[src/rtl/pit_pkg.sv]
// Shared 8254 definitions: RW encodings, control-word address and field positions.
package pit_pkg;

  localparam logic [1:0] RW_LATCH  = 2'b00;
  localparam logic [1:0] RW_LSB    = 2'b01;
  localparam logic [1:0] RW_MSB    = 2'b10;
  localparam logic [1:0] RW_WORD   = 2'b11;

  localparam logic [1:0] CTRL_ADDR   = 2'b11;
  localparam logic [1:0] SC_READBACK = 2'b11;

  localparam int unsigned CW_SC_HI = 7;
  localparam int unsigned CW_SC_LO = 6;
  localparam int unsigned CW_RW_HI = 5;
  localparam int unsigned CW_RW_LO = 4;
  localparam int unsigned CW_M_HI  = 3;
  localparam int unsigned CW_M_LO  = 1;
  localparam int unsigned CW_BCD   = 0;

  localparam int unsigned BYTE_W  = 8;
  localparam int unsigned COUNT_W = 16;

  // Modes 6/7 are aliases of 2/3 on the 8254.
  function automatic logic [2:0] fold_mode(input logic [2:0] m);
    return m[1] ? {1'b0, m[1:0]} : m;
  endfunction

endpackage

[src/rtl/counter_rw_port_if.sv]
// CPU-side 8254 data bus as seen by one counter's read/write port.
interface counter_rw_port_if;
  logic       cs;
  logic       wr;
  logic       rd;
  logic [1:0] a;
  logic [7:0] din;
  logic [7:0] dout;

  modport master (output cs, wr, rd, a, din, input dout);
  modport slave  (input cs, wr, rd, a, din, output dout);
endinterface

[src/rtl/counter_rw_port.sv]
// CPU read/write logic for one 8254 counter: control-word decode, count byte
// assembly, load strobe, counter latch and (with PIT_READBACK_EN) read-back
// status latch.
module counter_rw_port
  import pit_pkg::*;
#(
  parameter int unsigned COUNTER_ID = 0
) (
  input  logic                 clk,
  input  logic                 rst,
  counter_rw_port_if.slave     bus,
  input  logic [COUNT_W-1:0]   currentCount,
  input  logic                 out_pin,
  input  logic                 count_loaded,
  output logic [COUNT_W-1:0]   countreg,
  output logic                 newCount,
  output logic [2:0]           mode,
  output logic                 bcd,
  output logic                 ctrl_wr,
  output logic                 null_count
);

  localparam logic [1:0] ID = 2'(COUNTER_ID);

  logic [COUNT_W-1:0] r_countreg;
  logic               r_newCount;
  logic [2:0]         r_mode;
  logic               r_bcd;
  logic [1:0]         r_rw;
  logic               r_ctrl_wr;
  logic               r_null_count;
  logic [BYTE_W-1:0]  r_dout;
  logic [BYTE_W-1:0]  r_temp;
  logic               r_wptr;
  logic               r_rptr;
  logic [COUNT_W-1:0] r_ol;
  logic               r_cl_full;

  logic               w_wr, w_rd;
  logic [1:0]         w_sc, w_cw_rw;
  logic               w_ctrl_set, w_ctrl_latch, w_cnt_wr, w_cnt_rd, w_load;
  logic               w_rb_count, w_rb_status;
  logic               w_sl_full;
  logic [BYTE_W-1:0]  w_status_q;
  logic [BYTE_W-1:0]  w_rd_data;
  logic               w_rptr_nxt, w_rel_count, w_rel_status;
  logic [COUNT_W-1:0] w_src;

  // Bus decode: an access needs cs and exactly one of wr/rd.
  assign w_wr         = bus.cs & bus.wr & ~bus.rd;
  assign w_rd         = bus.cs & bus.rd & ~bus.wr;
  assign w_sc         = bus.din[CW_SC_HI:CW_SC_LO];
  assign w_cw_rw      = bus.din[CW_RW_HI:CW_RW_LO];
  assign w_ctrl_set   = w_wr & (bus.a == CTRL_ADDR) & (w_sc == ID) & (w_cw_rw != RW_LATCH);
  assign w_ctrl_latch = w_wr & (bus.a == CTRL_ADDR) & (w_sc == ID) & (w_cw_rw == RW_LATCH);
  assign w_cnt_wr     = w_wr & (bus.a == ID);
  assign w_cnt_rd     = w_rd & (bus.a == ID);
  assign w_load       = w_cnt_wr & ((r_rw == RW_LSB) | (r_rw == RW_MSB) | ((r_rw == RW_WORD) & r_wptr));

`ifdef PIT_READBACK_EN
  localparam int unsigned CNT_BIT = COUNTER_ID + 1;

  logic              r_sl_full;
  logic [BYTE_W-1:0] r_status;
  logic              w_rb_hit;

  assign w_rb_hit    = w_wr & (bus.a == CTRL_ADDR) & (w_sc == SC_READBACK) & bus.din[CNT_BIT];
  assign w_rb_count  = w_rb_hit & ~bus.din[CW_RW_HI];
  assign w_rb_status = w_rb_hit & ~bus.din[CW_RW_LO];
  assign w_sl_full   = r_sl_full;
  assign w_status_q  = r_status;

  // Status latch: snapshot on read-back, released by the next read of this counter.
  always_ff @(posedge clk) begin
    if (rst) begin
      r_sl_full <= 1'b0;
      r_status  <= '0;
    end else if (w_ctrl_set) begin
      r_sl_full <= 1'b0;
    end else if (w_rb_status && !r_sl_full) begin
      r_status  <= {out_pin, r_null_count, r_rw, r_mode, r_bcd};
      r_sl_full <= 1'b1;
    end else if (w_cnt_rd && r_sl_full) begin
      r_sl_full <= 1'b0;
    end
  end
`else
  logic w_unused_ok;

  assign w_rb_count  = 1'b0;
  assign w_rb_status = 1'b0;
  assign w_sl_full   = 1'b0;
  assign w_status_q  = '0;
  assign w_unused_ok = out_pin;
`endif

  // Read data select: status latch, then count latch, then live count.
  always_comb begin
    w_rd_data    = r_dout;
    w_rptr_nxt   = r_rptr;
    w_rel_count  = 1'b0;
    w_rel_status = 1'b0;
    w_src        = r_cl_full ? r_ol : currentCount;
    if (w_sl_full) begin
      w_rd_data    = w_status_q;
      w_rel_status = 1'b1;
    end else begin
      unique case (r_rw)
        RW_MSB: begin
          w_rd_data   = w_src[15:8];
          w_rel_count = r_cl_full;
        end
        RW_WORD: begin
          w_rd_data   = r_rptr ? w_src[15:8] : w_src[7:0];
          w_rptr_nxt  = ~r_rptr;
          w_rel_count = r_cl_full & r_rptr;
        end
        default: begin
          w_rd_data   = w_src[7:0];
          w_rel_count = r_cl_full;
        end
      endcase
    end
  end

  // Control, count-write, counter-latch and read state.
  always_ff @(posedge clk) begin
    if (rst) begin
      r_countreg   <= '0;
      r_newCount   <= 1'b0;
      r_mode       <= 3'd0;
      r_bcd        <= 1'b0;
      r_rw         <= RW_LSB;
      r_ctrl_wr    <= 1'b0;
      r_null_count <= 1'b1;
      r_dout       <= '0;
      r_temp       <= '0;
      r_wptr       <= 1'b0;
      r_rptr       <= 1'b0;
      r_ol         <= '0;
      r_cl_full    <= 1'b0;
    end else begin
      r_newCount <= w_load;
      r_ctrl_wr  <= w_ctrl_set;
      if (count_loaded) r_null_count <= 1'b0;
      if (w_load)       r_null_count <= 1'b1;

      if (w_ctrl_set) begin
        r_rw         <= w_cw_rw;
        r_mode       <= fold_mode(bus.din[CW_M_HI:CW_M_LO]);
        r_bcd        <= bus.din[CW_BCD];
        r_wptr       <= 1'b0;
        r_rptr       <= 1'b0;
        r_cl_full    <= 1'b0;
        r_null_count <= 1'b1;
      end

      if ((w_ctrl_latch || w_rb_count) && !r_cl_full) begin
        r_ol      <= currentCount;
        r_cl_full <= 1'b1;
      end

      if (w_cnt_wr) begin
        unique case (r_rw)
          RW_LSB: r_countreg <= {8'h00, bus.din};
          RW_MSB: r_countreg <= {bus.din, 8'h00};
          RW_WORD: begin
            if (!r_wptr) begin
              r_temp <= bus.din;
              r_wptr <= 1'b1;
            end else begin
              r_countreg <= {bus.din, r_temp};
              r_wptr     <= 1'b0;
            end
          end
          default: ;
        endcase
      end

      if (w_cnt_rd) begin
        r_dout <= w_rd_data;
        if (!w_rel_status) r_rptr <= w_rptr_nxt;
        if (w_rel_count)   r_cl_full <= 1'b0;
      end
    end
  end

  assign bus.dout   = r_dout;
  assign countreg   = r_countreg;
  assign newCount   = r_newCount;
  assign mode       = r_mode;
  assign bcd        = r_bcd;
  assign ctrl_wr    = r_ctrl_wr;
  assign null_count = r_null_count;

endmodule

[src/flat_wrapper.sv]
// flat-port wrapper written by rule: the top's interface ports become plain ports
module counter_rw_port_flat import pit_pkg::*;
#(
  parameter int unsigned COUNTER_ID = 0
)
  (clk, rst, currentCount, out_pin, count_loaded, countreg, newCount, mode, bcd, ctrl_wr, null_count, bus_cs, bus_wr, bus_rd, bus_a, bus_din, bus_dout);
  counter_rw_port_if bus_i ();
  input  logic clk;
  input  logic rst;
  input  logic [COUNT_W-1:0] currentCount;
  input  logic out_pin;
  input  logic count_loaded;
  output logic [COUNT_W-1:0] countreg;
  output logic newCount;
  output logic [2:0] mode;
  output logic bcd;
  output logic ctrl_wr;
  output logic null_count;
  input wire logic [$bits(bus_i.cs)-1:0] bus_cs;
  input wire logic [$bits(bus_i.wr)-1:0] bus_wr;
  input wire logic [$bits(bus_i.rd)-1:0] bus_rd;
  input wire logic [$bits(bus_i.a)-1:0] bus_a;
  input wire logic [$bits(bus_i.din)-1:0] bus_din;
  output wire logic [$bits(bus_i.dout)-1:0] bus_dout;
  assign bus_i.cs = bus_cs;
  assign bus_i.wr = bus_wr;
  assign bus_i.rd = bus_rd;
  assign bus_i.a = bus_a;
  assign bus_i.din = bus_din;
  assign bus_dout = bus_i.dout;
  counter_rw_port #(.COUNTER_ID(COUNTER_ID)) u_core (.clk(clk), .rst(rst), .bus(bus_i), .currentCount(currentCount), .out_pin(out_pin), .count_loaded(count_loaded), .countreg(countreg), .newCount(newCount), .mode(mode), .bcd(bcd), .ctrl_wr(ctrl_wr), .null_count(null_count));
endmodule
[config.mk]
export PLATFORM = sky130hd
export DESIGN_NAME = counter_rw_port_flat
export DESIGN_NICKNAME = d
export VERILOG_FILES = /design/src/rtl/pit_pkg.sv /design/src/rtl/counter_rw_port_if.sv /design/src/rtl/counter_rw_port.sv /design/src/flat_wrapper.sv
export SDC_FILE = /design/constraint.sdc
export NUM_CORES = 1
export LEC_CHECK = 0
export BUFFER_PORTS_ARGS = -buffer_cell sky130_fd_sc_hd__buf_4
export CAP_MARGIN = 10
export CORE_MARGIN = 2
export CORE_UTILIZATION = 56
export CTS_BUF_LIST = sky130_fd_sc_hd__clkbuf_2
export DETAILED_ROUTE_END_ITERATION = 10
export PLACE_DENSITY = 0.89
export SLEW_MARGIN = 0
export SYNTH_ARGS = -nofsm -noshare
export SYNTH_HDL_FRONTEND = slang
export SYNTH_SLANG_ARGS = --single-unit
[constraint.sdc]
create_clock -name clk -period 2.65 [get_ports clk]
set_clock_uncertainty 0.2 [all_clocks]
set_input_delay 0.1325 -clock clk [delete_from_list [all_inputs] [get_ports clk]]
set_output_delay 0.1325 -clock clk [all_outputs]
set_load 0.02 [all_outputs]
==> metrics <==
overflow left after global routing=0; Slew HR=41.2%; share of the yosys chip area belonging to registers=40.0%; slowest stage cell, crit path=dlygate4sd3_1; share of flip-flops with an asynchronous set or reset=0%; width of the chip=77.2 um; clock transition time at the flip-flop clock pins of the worst setup and hold paths=160 ps; data arrival time of the critical path=2690 ps; n_diodes=0; crit path time final=2490 ps; setup repair after global routing missed its margin=false; syn_nets=364; Synthesis Warnings=0; Num CTS Buffers=9; final core occ=76.6%; Avg WL per Cell=16.4 um; wire length of the first global-routing pass=13.4 mm; PD cells=399 nW/um^2; endpoint type of the worst setup path=register; area growth from synthesis to layout=31.1%; Buf/Inv on CP=3; kind of path behind the tightest hold check=input pin to register; max-cap check violation count=0; chain of cells forming the critical path=ha_2 > buf_4 > nand2b_1 > buf_4 > o31ai_1 > a21oi_1 > dlygate4sd3_1; leakage power=0.00152 uW; maximum number of pins on one net before global-route repair=43; row count=26; final cell area excluding filler cells=3940 sq um; clock insertion delay at the later pin of the skew report=510 ps; DRC errors left=0; weighted congestion reported at the end of routability-driven placement=0.889; half-perimeter wire length after detailed placement=5.12 mm; quantity of I/O buffers inserted on ports=62; total of fill cells in the finished design=354; worst path required time=2850 ps; starting density of the core=58.4%; Die Y-Extent=77.2 um; clock tree from TritonCTS=built; timing-limited maximum frequency=402 MHz; largest incremental delay on the critical path=580 ps; total via count after detailed routing=2914; top_reg_cell synth=dfxtp_1; Post-Syn Area per Cell=9.16 sq um; via-per-instance ratio=5.92; gate family responsible for the most delay along the worst path=buffers and inverters; Pre-Repair DR Iteration Count=5; vias in the first global route=2887; Final Hold Fails=0; path type of the worst setup path=register to register; # nets final=454; number of DRC violations after detailed-routing iteration 0=210; H-Tree Depth=3; full die area=5970 sq um; total power consumption of the routed design=1570 uW; overall routed net length=8.07 mm; final count of pins violating max slew=0; peak ir drop on the vdd network=0.312 mV; most common cell after layout, fill and taps aside=buf_4; clock sink count=60; number of enable-type register cells in the synthesized netlist=0; post-synthesis instance area=3000 sq um; CORE AREA=5140 sq um; final period utilization=93.9%; actual transition at the worst max-transition pin=881 ps; number of antenna-violating nets in the routed design=0; antenna violations before repair=0; Global Route Usage Sum=28.1%; CP Launch Type=register; synthesized instance count=328; commonest cells after routing, fill and taps aside=buf_4 (72), dfxtp_1 (59), dlygate4sd3_1 (38); count of final setup violators=0; root buffer cell=clkbuf_2; maximum fanout along the worst path=21; register bit count reported by yosys=60; proportion of layout cells with a drive suffix above 1=26.8%; instance area at placement=3480 sq um; total negative setup slack=0 ps; result of the run=completed; Crit path top cell by count=buf_4; I/O pins=64; Synth cell types=45; maximum number of buffers from clock root to sink=2
==> synthesized netlist by cell type, types with 2 or more instances <==
library cell / instances / area (sq um)
nor3b_1: 8 / 60.1
a21oi_1: 32 / 160
nor3_1: 3 / 15.0
a31o_2: 4 / 35.0
buf_6: 2 / 22.5
o31ai_1: 6 / 45.0
ha_1: 3 / 37.5
a31oi_1: 8 / 50.1
a22oi_1: 8 / 60.1
inv_1: 8 / 30.0
dfxtp_1: 60 / 1200
nor2_1: 4 / 15.0
nor4bb_1: 2 / 20.0
nand2_1: 35 / 131
mux2i_1: 20 / 200
nor4_1: 5 / 31.3
clkbuf_1: 19 / 71.3
o41ai_1: 9 / 78.8
a211oi_1: 16 / 120
nand3_1: 2 / 10.0
nand2b_1: 4 / 25.0
and2_1: 9 / 56.3
buf_2: 7 / 35.0
or2_1: 2 / 12.5
mux2_2: 16 / 180
nand4_1: 14 / 87.6
nor2b_1: 4 / 25.0
==> stage by stage <==
| step | std cells | hold slack (ps) | setup WS [ps] |
|---|---|---|---|
| floorplan | 328 | 74.6 | 634 |
| finish | 492 | 47.9 | 163 |
| global route | 492 | 65.7 | 53.4 |
| global placement | 439 | 197 | 570 |
| detailed placement | 439 | 205 | 493 |
| CTS | 492 | 19.6 | 20.6 |
==> area by class of cell <==
type,instances,area (sq um),area share [%]
tap,70,87.6,2.22
multi-input combinational,229,1620,41.2
timing repair buffer,110,921,23.4
sequential,60,1200,30.6
clock inverter,4,17.5,0.445
clock buffer,11,55.1,1.40
inverter,8,30.0,0.762
==> routing by layer <==
| metal | up-vias | wire length [um] | share of wire [%] | track usage, % |
|---|---|---|---|---|
| met5 | - | 0 | 0 | 0 |
| li1 | 1404 | - | - | - |
| met2 | 119 | 4020 | 50 | 46.7 |
| met3 | 14 | 543 | 6.7 | 5.88 |
| met4 | 0 | 136 | 1.7 | 13.9 |
| met1 | 1377 | 3380 | 42 | 34.5 |
==> state kept, by name (all words and copies together), names as in the netlist <==
name,flops
u_core.r_rptr,1
u_core.countreg,16
u_core.mode,3
u_core.newCount,1
u_core.r_rw,2
u_core.ctrl_wr,1
u_core.bus.dout,8
u_core.r_ol,16
u_core.null_count,1
u_core.bcd,1
u_core.r_cl_full,1
u_core.r_temp,8
u_core.r_wptr,1
==> final timing paths <==
path                            to             from  slack [ps]  depth (start not counted)
hold reg to reg    u_core.r_ol[15]  u_core.r_ol[15]         270                          2
setup / recovery  u_core.r_temp[5]   u_core.r_rw[1]         160                          7
setup reg to reg  u_core.r_temp[5]   u_core.r_rw[1]         160                          7
hold / removal       u_core.r_wptr           bus_cs          50                          4
==> worst reg2reg max path, delay by kind of cell, from the launching register on <==
family | cells | cell delay, ps
flip-flops | 1 | 430
AO/OA/AOI/OAI | 2 | 330
adder cells (fa/ha/maj) | 1 | 270
AND/OR/NAND/NOR | 1 | 100
buffers and inverters | 3 | 1050
==> power breakdown <==
part / switching, uW / total, uW / internal [uW]
Clock: 320 / 438 / 117
Combinational: 109 / 219 / 110
Sequential: 4.89 / 914 / 909
==> repair_timing <==
action,CTS,global route
endpoints found under the setup margin,0,6
setup buffers,0,0
hold endpoints to repair,60,0
hold buffers,38,0
gates resized for setup,0,3
==> kinds of logic after synthesis <==
| family | after synthesis | share of synthesized area (%) |
|---|---|---|
| simple gates | 100 | 19.7 |
| fa+ha+maj | 3 | 1.25 |
| compound gates | 90 | 20.2 |
| mux | 36 | 12.7 |
| flops | 60 | 40.0 |
| buf+inv | 39 | 6.29 |
Note: power is estimated with default switching activity, not from simulation.
